File: src/rtl/row_sprite_scheduler_pkg.sv
// Shared types and defaults for the per-scanline sprite scheduler.
// Layer fields are sized by the package widths; top-level overrides must match them.
package sprite_pkg;

  localparam int V_TOTAL_D    = 525;
  localparam int V_ACTIVE_D   = 480;
  localparam int ROW_W        = 10;
  localparam int LAYER_ADDR_W = 18;
  localparam int LAYER_DIM_W  = 8;

  typedef struct packed {
    logic                    en;
    logic [ROW_W-1:0]        x;
    logic [ROW_W-1:0]        y;
    logic [LAYER_DIM_W-1:0]  w;
    logic [LAYER_DIM_W-1:0]  h;
    logic [LAYER_ADDR_W-1:0] base;
  } layer_t;

  // Bits needed to hold values 0..n-1.
  function automatic int clog2(input int n);
    int r;
    r = 0;
    while ((1 << r) < n) r++;
    return r;
  endfunction

endpackage

File: src/rtl/row_sprite_scheduler_hit_eval.sv
// One-layer row test: hit when the row lies inside [y, y+h) and inside the visible area,
// plus the ROM address of that sprite row (base + row offset * pitch).
module row_hit_eval import sprite_pkg::*; #(
  parameter int V_ACTIVE = V_ACTIVE_D,
  parameter int ADDR_W   = LAYER_ADDR_W,
  parameter int DIM_W    = LAYER_DIM_W
) (
  input  logic              en_i,
  input  logic [ROW_W-1:0]  row_i,
  input  logic [ROW_W-1:0]  y_i,
  input  logic [DIM_W-1:0]  w_i,
  input  logic [DIM_W-1:0]  h_i,
  input  logic [ADDR_W-1:0] base_i,
  output logic              hit_o,
  output logic [ADDR_W-1:0] addr_o
);

  localparam int EW = ROW_W + 1;
  localparam int PW = ROW_W + DIM_W;

  logic [EW-1:0]    end_row;
  logic [ROW_W-1:0] off;
  logic [PW-1:0]    prod;

  // One extra bit so y+h can never wrap back into range.
  assign end_row = EW'(y_i) + EW'(h_i);
  assign hit_o   = en_i && (row_i >= y_i) && (EW'(row_i) < end_row) &&
                   (row_i < ROW_W'(V_ACTIVE));

  assign off    = row_i - y_i;
  assign prod   = PW'(off) * PW'(w_i);
  assign addr_o = base_i + ADDR_W'(prod);

endmodule

File: src/rtl/row_sprite_scheduler.sv
// Row-rate sprite scheduler: row counter, ping-pong select, per-frame layer shadows,
// priority-limited per-row hit list with ROM row addresses for the pixel writer.
module row_sprite_scheduler import sprite_pkg::*; #(
  parameter int NUM_LAYERS   = 4,
  parameter int MAX_PER_LINE = 3,
  parameter int V_TOTAL      = V_TOTAL_D,
  parameter int V_ACTIVE     = V_ACTIVE_D,
  parameter int ADDR_W       = LAYER_ADDR_W,
  parameter int DIM_W        = LAYER_DIM_W,
  parameter int CNT_W        = clog2(NUM_LAYERS + 1)
) (
  input  logic                                row_Clk,
  input  logic                                Reset,
  input  logic [NUM_LAYERS-1:0]               layer_en,
  input  logic [NUM_LAYERS-1:0][ROW_W-1:0]    layer_x,
  input  logic [NUM_LAYERS-1:0][ROW_W-1:0]    layer_y,
  input  logic [NUM_LAYERS-1:0][DIM_W-1:0]    layer_w,
  input  logic [NUM_LAYERS-1:0][DIM_W-1:0]    layer_h,
  input  logic [NUM_LAYERS-1:0][ADDR_W-1:0]   layer_base,
  output logic [ROW_W-1:0]                    write_row,
  output logic                                buffer_select,
  output logic                                frame_start,
  output logic                                in_vblank,
  output logic [NUM_LAYERS-1:0]               line_active,
  output logic [NUM_LAYERS-1:0][ADDR_W-1:0]   line_addr,
  output logic [NUM_LAYERS-1:0][ROW_W-1:0]    line_x,
  output logic [CNT_W-1:0]                    active_count,
  output logic                                overflow
);

  logic [ROW_W-1:0]                  row_q, nr;
  logic                              wrap;
  logic                              bsel_q, fs_q, vb_q, ovf_q;
  layer_t [NUM_LAYERS-1:0]           live, sh_q, sh_d;
  logic [NUM_LAYERS-1:0]             hit, keep, act_q;
  logic [NUM_LAYERS-1:0][ADDR_W-1:0] ev_addr, addr_d, addr_q;
  logic [NUM_LAYERS-1:0][ROW_W-1:0]  x_q;
  logic [CNT_W-1:0]                  hit_cnt, kept_cnt, cnt_q;
  logic                              over;

  assign nr   = (row_q == ROW_W'(V_TOTAL - 1)) ? '0 : row_q + ROW_W'(1);
  assign wrap = (nr == '0);

  // Shadows reload on the wrap edge and that same edge already evaluates the new values.
  always_comb begin
    for (int k = 0; k < NUM_LAYERS; k++) begin
      live[k].en   = layer_en[k];
      live[k].x    = layer_x[k];
      live[k].y    = layer_y[k];
      live[k].w    = layer_w[k];
      live[k].h    = layer_h[k];
      live[k].base = layer_base[k];
    end
    sh_d = wrap ? live : sh_q;
  end

  for (genvar k = 0; k < NUM_LAYERS; k++) begin : g_eval
    row_hit_eval #(
      .V_ACTIVE (V_ACTIVE),
      .ADDR_W   (ADDR_W),
      .DIM_W    (DIM_W)
    ) u_eval (
      .en_i   (sh_d[k].en),
      .row_i  (nr),
      .y_i    (sh_d[k].y),
      .w_i    (sh_d[k].w),
      .h_i    (sh_d[k].h),
      .base_i (sh_d[k].base),
      .hit_o  (hit[k]),
      .addr_o (ev_addr[k])
    );
  end

  // Lowest index wins; hits beyond the per-row budget are dropped but still counted.
  always_comb begin
    keep     = '0;
    hit_cnt  = '0;
    kept_cnt = '0;
    for (int k = 0; k < NUM_LAYERS; k++) begin
      if (hit[k]) begin
        hit_cnt = hit_cnt + CNT_W'(1);
        if (int'(kept_cnt) < MAX_PER_LINE) begin
          keep[k]  = 1'b1;
          kept_cnt = kept_cnt + CNT_W'(1);
        end
      end
    end
    for (int k = 0; k < NUM_LAYERS; k++)
      addr_d[k] = keep[k] ? ev_addr[k] : '0;
  end

  assign over = (int'(hit_cnt) > MAX_PER_LINE);

  always_ff @(posedge row_Clk or posedge Reset) begin
    if (Reset) begin
      row_q  <= '0;
      bsel_q <= 1'b0;
      fs_q   <= 1'b0;
      vb_q   <= 1'b0;
      ovf_q  <= 1'b0;
      sh_q   <= '0;
      act_q  <= '0;
      addr_q <= '0;
      x_q    <= '0;
      cnt_q  <= '0;
    end else begin
      row_q  <= nr;
      bsel_q <= ~bsel_q;
      fs_q   <= wrap;
      vb_q   <= (nr >= ROW_W'(V_ACTIVE));
      ovf_q  <= wrap ? over : (ovf_q | over);
      sh_q   <= sh_d;
      act_q  <= keep;
      addr_q <= addr_d;
      cnt_q  <= kept_cnt;
      for (int k = 0; k < NUM_LAYERS; k++)
        x_q[k] <= sh_d[k].x;
    end
  end

  assign write_row     = row_q;
  assign buffer_select = bsel_q;
  assign frame_start   = fs_q;
  assign in_vblank     = vb_q;
  assign overflow      = ovf_q;
  assign line_active   = act_q;
  assign line_addr     = addr_q;
  assign line_x        = x_q;
  assign active_count  = cnt_q;

endmodule
File: config.mk
export PLATFORM = sky130hd
export DESIGN_NAME = row_sprite_scheduler
export DESIGN_NICKNAME = d
export VERILOG_FILES = /design/src/rtl/row_sprite_scheduler_pkg.sv /design/src/rtl/row_sprite_scheduler_hit_eval.sv /design/src/rtl/row_sprite_scheduler.sv
export SDC_FILE = /design/constraint.sdc
export NUM_CORES = 2
export LEC_CHECK = 0
export CAP_MARGIN = 10
export CORE_MARGIN = 8
export CORE_UTILIZATION = 63
export CTS_BUF_LIST = sky130_fd_sc_hd__clkbuf_8
export DETAILED_ROUTE_END_ITERATION = 8
export GPL_ROUTABILITY_DRIVEN = 0
export PLACE_DENSITY = 0.86
export SETUP_SLACK_MARGIN = 0.3
export SLEW_MARGIN = 0
export SYNTH_ARGS = -nofsm -noshare
export SYNTH_HDL_FRONTEND = slang
export SYNTH_SLANG_ARGS = --single-unit
File: constraint.sdc
create_clock -name row_Clk -period 22.7 [get_ports row_Clk]
set_input_delay 5.675 -clock row_Clk [delete_from_list [all_inputs] [get_ports row_Clk]]
set_output_delay 5.675 -clock row_Clk [all_outputs]
set_load 0.02 [all_outputs]
Yosys cells after proc, flatten, opt, wreduce, memory -nomap -nowiden
Cells that the tools add are included.

Register bits: 313. Bits of input ports: 222. Output and inout port bits: 133.

Add/sub/neg operators: 18. Multiply operators: 4. Order comparisons: 14. Equality and inequality tests: 1. Multiplexer cells: 24. Bitwise logic cells: 2. Reduce and logical (&&, ||, !) cells: 13.

Operators with widths (count): 2-to-1 mux 220 bit (1); adder 18 bit (4); multiplier 10 x 8 -> 18 bit (4); 2-to-1 mux 18 bit (4); adder 10 x 8 -> 11 bit (4); < comparator 10 x 11 -> 1 bit (4); >= comparator 10 bit (4); subtractor 10 bit (4); 2-to-1 mux 3 bit (9); adder 3 x 1 -> 3 bit (second input constant) (5); logical AND 1 bit (12); adder 10 x 1 -> 10 bit (second input constant) (1); == test 10 bit (second input constant) (1); >= comparator 10 x 9 -> 1 bit (second input constant) (1); logical NOT 10 bit (1); < comparator 10 x 9 -> 1 bit (second input constant) (1); 2-to-1 mux 10 bit (1); < comparator 3 x 2 -> 1 bit (second input constant) (3); 2-to-1 mux 1 bit (9); greater-than comparator 3 x 2 -> 1 bit (second input constant) (1); inverter 1 bit (1); OR 1 bit (1).

Longest topological paths before layout
Depth after elaboration: 19. Gate-level depth with buffers: 47.

Hierarchy
A second synthesis with hierarchy kept.

Cell total of the unflattened synthesis: 2947. Area, all modules: 29444.5 µm².

By module, submodules not included: row_sprite_scheduler (instances 1, cells each 753, area each 11771.3 µm², seq. area each 7807.5 µm²); row_hit_eval (g_eval[0].u_eval) (instances 1, cells each 580, area each 4658.2 µm², seq. area each 0.0 µm²); row_hit_eval (g_eval[1].u_eval) (instances 1, cells each 553, area each 4474.3 µm², seq. area each 0.0 µm²); row_hit_eval (g_eval[2].u_eval) (instances 1, cells each 540, area each 4316.6 µm², seq. area each 0.0 µm²); row_hit_eval (g_eval[3].u_eval) (instances 1, cells each 521, area each 4224.1 µm², seq. area each 0.0 µm²).

Worst setup path before layout
OpenSTA, ideal clock, no wires.

Kind: input -> register. From: in layer_y[30] in the netlist's numbering. To: reg addr_q, in the netlist line_addr[70]. Setup time: 0.082 ns. Arrival time: 12.107 ns. Required time: 22.618 ns. Slack: 10.511 ns. Stages on the path: 29. Buffers on the path: 0. Path through: nand2_1 > nand2_1 > ha_1 > inv_1 > fa_1 > a21oi_1 > a311oi_1 > maj3_1 > a221oi_1 > o21bai_1 > a21oi_1 > xor2_1 > nand2b_1 > fa_1 > inv_1 > fa_1 > fa_1 > inv_1 > fa_1 > inv_1 > ha_1 > inv_1 > o21bai_1 > a21oi_1 > nor2b_1 > o21a_1 > o41ai_1 > or4b_2 > a31oi_1.

RTL lines: start, declared (line row_sprite_scheduler.sv:16) `input logic [NUM_LAYERS-1:0][ROW_W-1:0] layer_y,`; end signal, assigned (line row_sprite_scheduler.sv:114) `addr_q <= addr_d;`; end, declared (line row_sprite_scheduler.sv:36) `logic [NUM_LAYERS-1:0][ADDR_W-1:0] ev_addr, addr_d, addr_q;`.

==> flow_results.org <==
** Global routing
- The first global-routing pass estimated 124000 um of wire.
- After global routing the overflow that remains totals 0.
- The initial antenna violation count was 13.
- Gr usage total :: 30.3%
- Maximum number of pins on one net before global-route repair :: 149
- The via count of the first global-routing pass is 24437.

** Timing
- The number of max-slew violations in the final report came to 0.
- The count of final hold-check violations came to 0.
- Setup Viol. Count Final :: 0
- Setup TNS :: 0 ps
- Time the final worst path needs with I/O delays and setup :: 12910 ps
- Maximum clock frequency :: 77.5 MHz
- The worst pin sits at a relative slew slack of 24.1%.
- Worst Tran Pin Value :: 1110 ps
- Between clock sinks in the finished design, the worst skew comes to 25.3 ps.
- RSZ-0062 raised after global routing :: no
- The worst path meets setup with 9790 ps of slack.
- Final worst path period share :: 56.9%

** Synthesis
- In the synthesized netlist the async set-or-reset flop fraction comes to 100%.
- After Yosys synthesis, XOR and XNOR cells account for 4.96% of the synthesized area.
- Part of the Yosys area used for sequential elements :: 27.8%
- After synthesis the cells add up to 28100 um^2.
- Main combinational cell family by area after synthesis :: adder cells
- Synthesis produced 3150 cells.
- In this run, distinct cell masters in the synthesized netlist total 79.
- After synthesis, the mean cell area works out to 8.92 um^2.
- Synthesis produced a netlist with a net count of 3868.
- Top_reg_cell synth :: sky130_fd_sc_hd__dfrtp_1
- Adder-cell share of the synthesized area :: 30.0%
- Number of flops mapped to enable cells by yosys :: 0
- Post-synthesis compound-gate area fraction :: 7.61%
- YS warnings :: 0
- Flop and latch count out of synthesis :: 312
- Share of cell area taken by muxes after synthesis :: 2.52%
- Summing the areas of all and, or, nand and nor instances in the mapped netlist gives 17.4% of the synthesized area.

** Job
- The tool flagged a number of max-cap violations equal to 0.

** Route
- The count of nets left with antenna violations once routing finished came out at 0.
- After detailed routing, the met3 layer carries 6490 um of wire.
- The detailed router put a total of 29800 um of wire on met1.
- Detailed-route wire length per cell :: 18.9 um
- 1st-iter DRT viols :: 1999
- Vias :: 22873
- Length of the first detailed-routing pass in iterations :: 6
- After detailed routing, the met2 layer carries 37200 um of wire.
- Signal routing reaches up to met5.
- Summed over all layers, the routed wires come to 77400 um.
- After detailed routing, the number of remaining DRC violations is 0.
- In the routed layout, each cell is associated on average with a via count of 5.58.

** Power and ir drop
- Power per unit of standard cell area :: 38.1 nW/um^2
- Worst VDD drop :: 0.0442 mV
- For this design the static power due to leakage is 16.9 nW.

** Worst setup path
- Among cell families on the critical path, the largest total delay comes from adder cells.
- In this run the worst path has a maximum fanout of 8.
- Worst endpoint data arrival time :: 13440 ps
- Sort of element at the start of the critical path :: primary input
- Slowest stage cell on the critical path :: sky130_fd_sc_hd__xnor2_1
- At the worst endpoint, the required time is 23240 ps.
- The worst setup path is captured at a flop.
- In this design, the stage delay of the slowest critical-path cell is 600 ps.
- Worst Path Buf+Inv :: 5
- The critical path in this run is classified as primary input to flop.

** Die
- The die is 227 um tall.
- In this run the count of I/O pins placed on the die edge is 355.
- Area inside the core boundary :: 44100 um^2
- DIE WIDTH :: 227 um
- The die covers 51600 um^2.
- The floorplan has 77 rows.
- The initial utilization of the core area, before any placement, comes to 63.7%.

** Cells and area
- Layout Area Growth over Synthesis :: 17.6%
- Final nets :: 4173
- Layout cell share with drive strength beyond 1 :: 4.32%

** Clock tree
- Gates resized during post-CTS repair numbered 0.
- Buffers inserted during post-CTS setup optimization :: 0
- Later-pin clock latency in the skew report :: 660 ps
- For this design, the CTS-stage hold fixing added 0 buffers.
- Sink count of the clock tree :: 312
- Number of H-tree branching levels :: 2
- The longest clock path from root to sink contains 3 buffers.
- Clock tree synthesis selected as its root buffer the cell sky130_fd_sc_hd__clkbuf_8.
- TritonCTS built the clock tree.
- CTS clock-pin slew for the worst setup and hold paths :: 60 ps
- Buffers inserted during clock tree synthesis total 54.

** Placement
- Hpwl dp :: 59200 um
- The count of buffers added on input and output ports is 353.
- Setup WS pre-CTS :: 9190 ps

** Outcome
- The flow ran to the end, and the final reports show no timing, DRC or antenna violations.

** Hold path
- The tightest min-delay check is of the flop to flop type.
[layer usage]
layer  vias to the layer above  track usage, %
met5                         -               0
met4                         4            15.6
li1                      10449               -
met1                     11129            37.4
met3                       244            5.60
met2                      1047            50.8
[synthesized netlist by cell type, drive strengths merged (4+ instances only)]
cell	n	area share, %
o211ai	9	0.29
dfrtp	312	28
nor4	7	0.16
mux2i	58	2.1
nor3	28	0.50
a31oi	9	0.25
nand2b	69	1.5
a211oi	8	0.27
buf	85	2.0
o21ai	41	0.74
mux2	10	0.40
a2bb2oi	4	0.12
xor2	54	1.7
fa	264	19
o22ai	7	0.16
a311o	6	0.21
a21boi	7	0.19
nand2	543	7.3
a22oi	6	0.16
o21a	8	0.21
inv	538	7.2
clkbuf	38	0.51
a21o	28	0.75
ha	232	10
a21oi	94	1.7
nand4	8	0.18
maj3	25	0.89
nor3b	7	0.19
and2	74	1.6
o311ai	4	0.15
o21bai	22	0.59
a221oi	7	0.22
nor2	292	4.0
o31a	13	0.41
nand3	16	0.28
o41ai	4	0.12
nor2b	35	0.78
a311oi	5	0.16
xnor2	105	3.3
or2	8	0.18
and3	20	0.45
[placed cells by master, fill, tap and decap left out, types with 10 or more instances in the layout]
master and n:
sky130_fd_sc_hd__mux2_2 10, sky130_fd_sc_hd__fa_1 264, sky130_fd_sc_hd__a21oi_1 94, sky130_fd_sc_hd__xnor2_1 105, sky130_fd_sc_hd__nand2_1 542, sky130_fd_sc_hd__o21ai_0 38, sky130_fd_sc_hd__inv_1 545, sky130_fd_sc_hd__xor2_1 54
sky130_fd_sc_hd__a21o_1 28, sky130_fd_sc_hd__ha_1 232, sky130_fd_sc_hd__dfrtp_1 312, sky130_fd_sc_hd__o31a_1 13, sky130_fd_sc_hd__diode_2 12, sky130_fd_sc_hd__maj3_1 24, sky130_fd_sc_hd__nor3_1 28, sky130_fd_sc_hd__buf_4 17
sky130_fd_sc_hd__nand2b_1 69, sky130_fd_sc_hd__nand3_1 16, sky130_fd_sc_hd__clkinv_2 12, sky130_fd_sc_hd__o21bai_1 22, sky130_fd_sc_hd__and2_1 74, sky130_fd_sc_hd__nor2_1 284, sky130_fd_sc_hd__clkbuf_8 70, sky130_fd_sc_hd__nor2b_1 35
sky130_fd_sc_hd__mux2i_1 54, sky130_fd_sc_hd__clkdlybuf4s50_1 353, sky130_fd_sc_hd__and3_1 20
[path summary, 6_finish.rpt]
path                                          from                       to  slack [ps]  cells past startpoint
max                                    layer_y[11]  line_addr[34]$_DFF_PP0_        9790                     30
min                        buffer_select$_DFF_PP0_  buffer_select$_DFF_PP0_         420                      1
max reg2reg                 write_row[0]$_DFF_PP0_  line_addr[34]$_DFF_PP0_       12170                     36
min reg2reg                buffer_select$_DFF_PP0_  buffer_select$_DFF_PP0_         420                      1
max in group asynchronous                    Reset      sh_q[191]$_DFF_PP0_       15640                      3
min in group asynchronous                    Reset  line_addr[32]$_DFF_PP0_        5550                      2
[power by group]
group	internal (mW)	switching, mW	leakage (nW)
registers	0.557	0.000907	3.44
clock network	0.299	0.248	0.643
logic	0.0766	0.0772	12.8
[area by class of cell]
cell class                 count  area, um^2
antenna                       12        30.0
clock inverter                28         180
clock buffer                  70         963
multi-input combinational   2177       17600
fill                        3088       11100
sequential                   312        7810
timing repair buffer         372        3700
inverter                     538        2030
tap                          592         741
[metrics by stage]
step	hold slack, ps	util [%]	cell area (um^2)	instances	power (mW)
finish	418	74.9	33000	4101	1.26
global route	444	74.9	33000	4098	1.31
CTS	419	74.8	33000	4089	1.27
detailed placement	410	72.2	31900	3991	0.719
global placement	404	72.2	31900	3991	0.714
floorplan	441	-	28100	3150	0.654
[sequential cells by signal, summed over array words and instances (netlist names)]
name and count:
active_count 2, buffer_select 1, frame_start 1, in_vblank 1, line_active 4, line_addr 72
line_x 40, overflow 1, sh_q 180, write_row 10
[logic make-up (layout without fill, tap and decap cells)]
| logic type | Yosys count | after routing |
|---|---|---|
| fa+ha+maj | 521 | 521 |
| compound gates | 310 | 310 |
| simple gates | 1118 | 1118 |
| buf+inv | 661 | 1008 |
| xor+xnor | 159 | 159 |
| mux | 68 | 68 |
| other cells | 1 | 13 |
| flops | 312 | 312 |
Power figures use the tool's default switching activity.
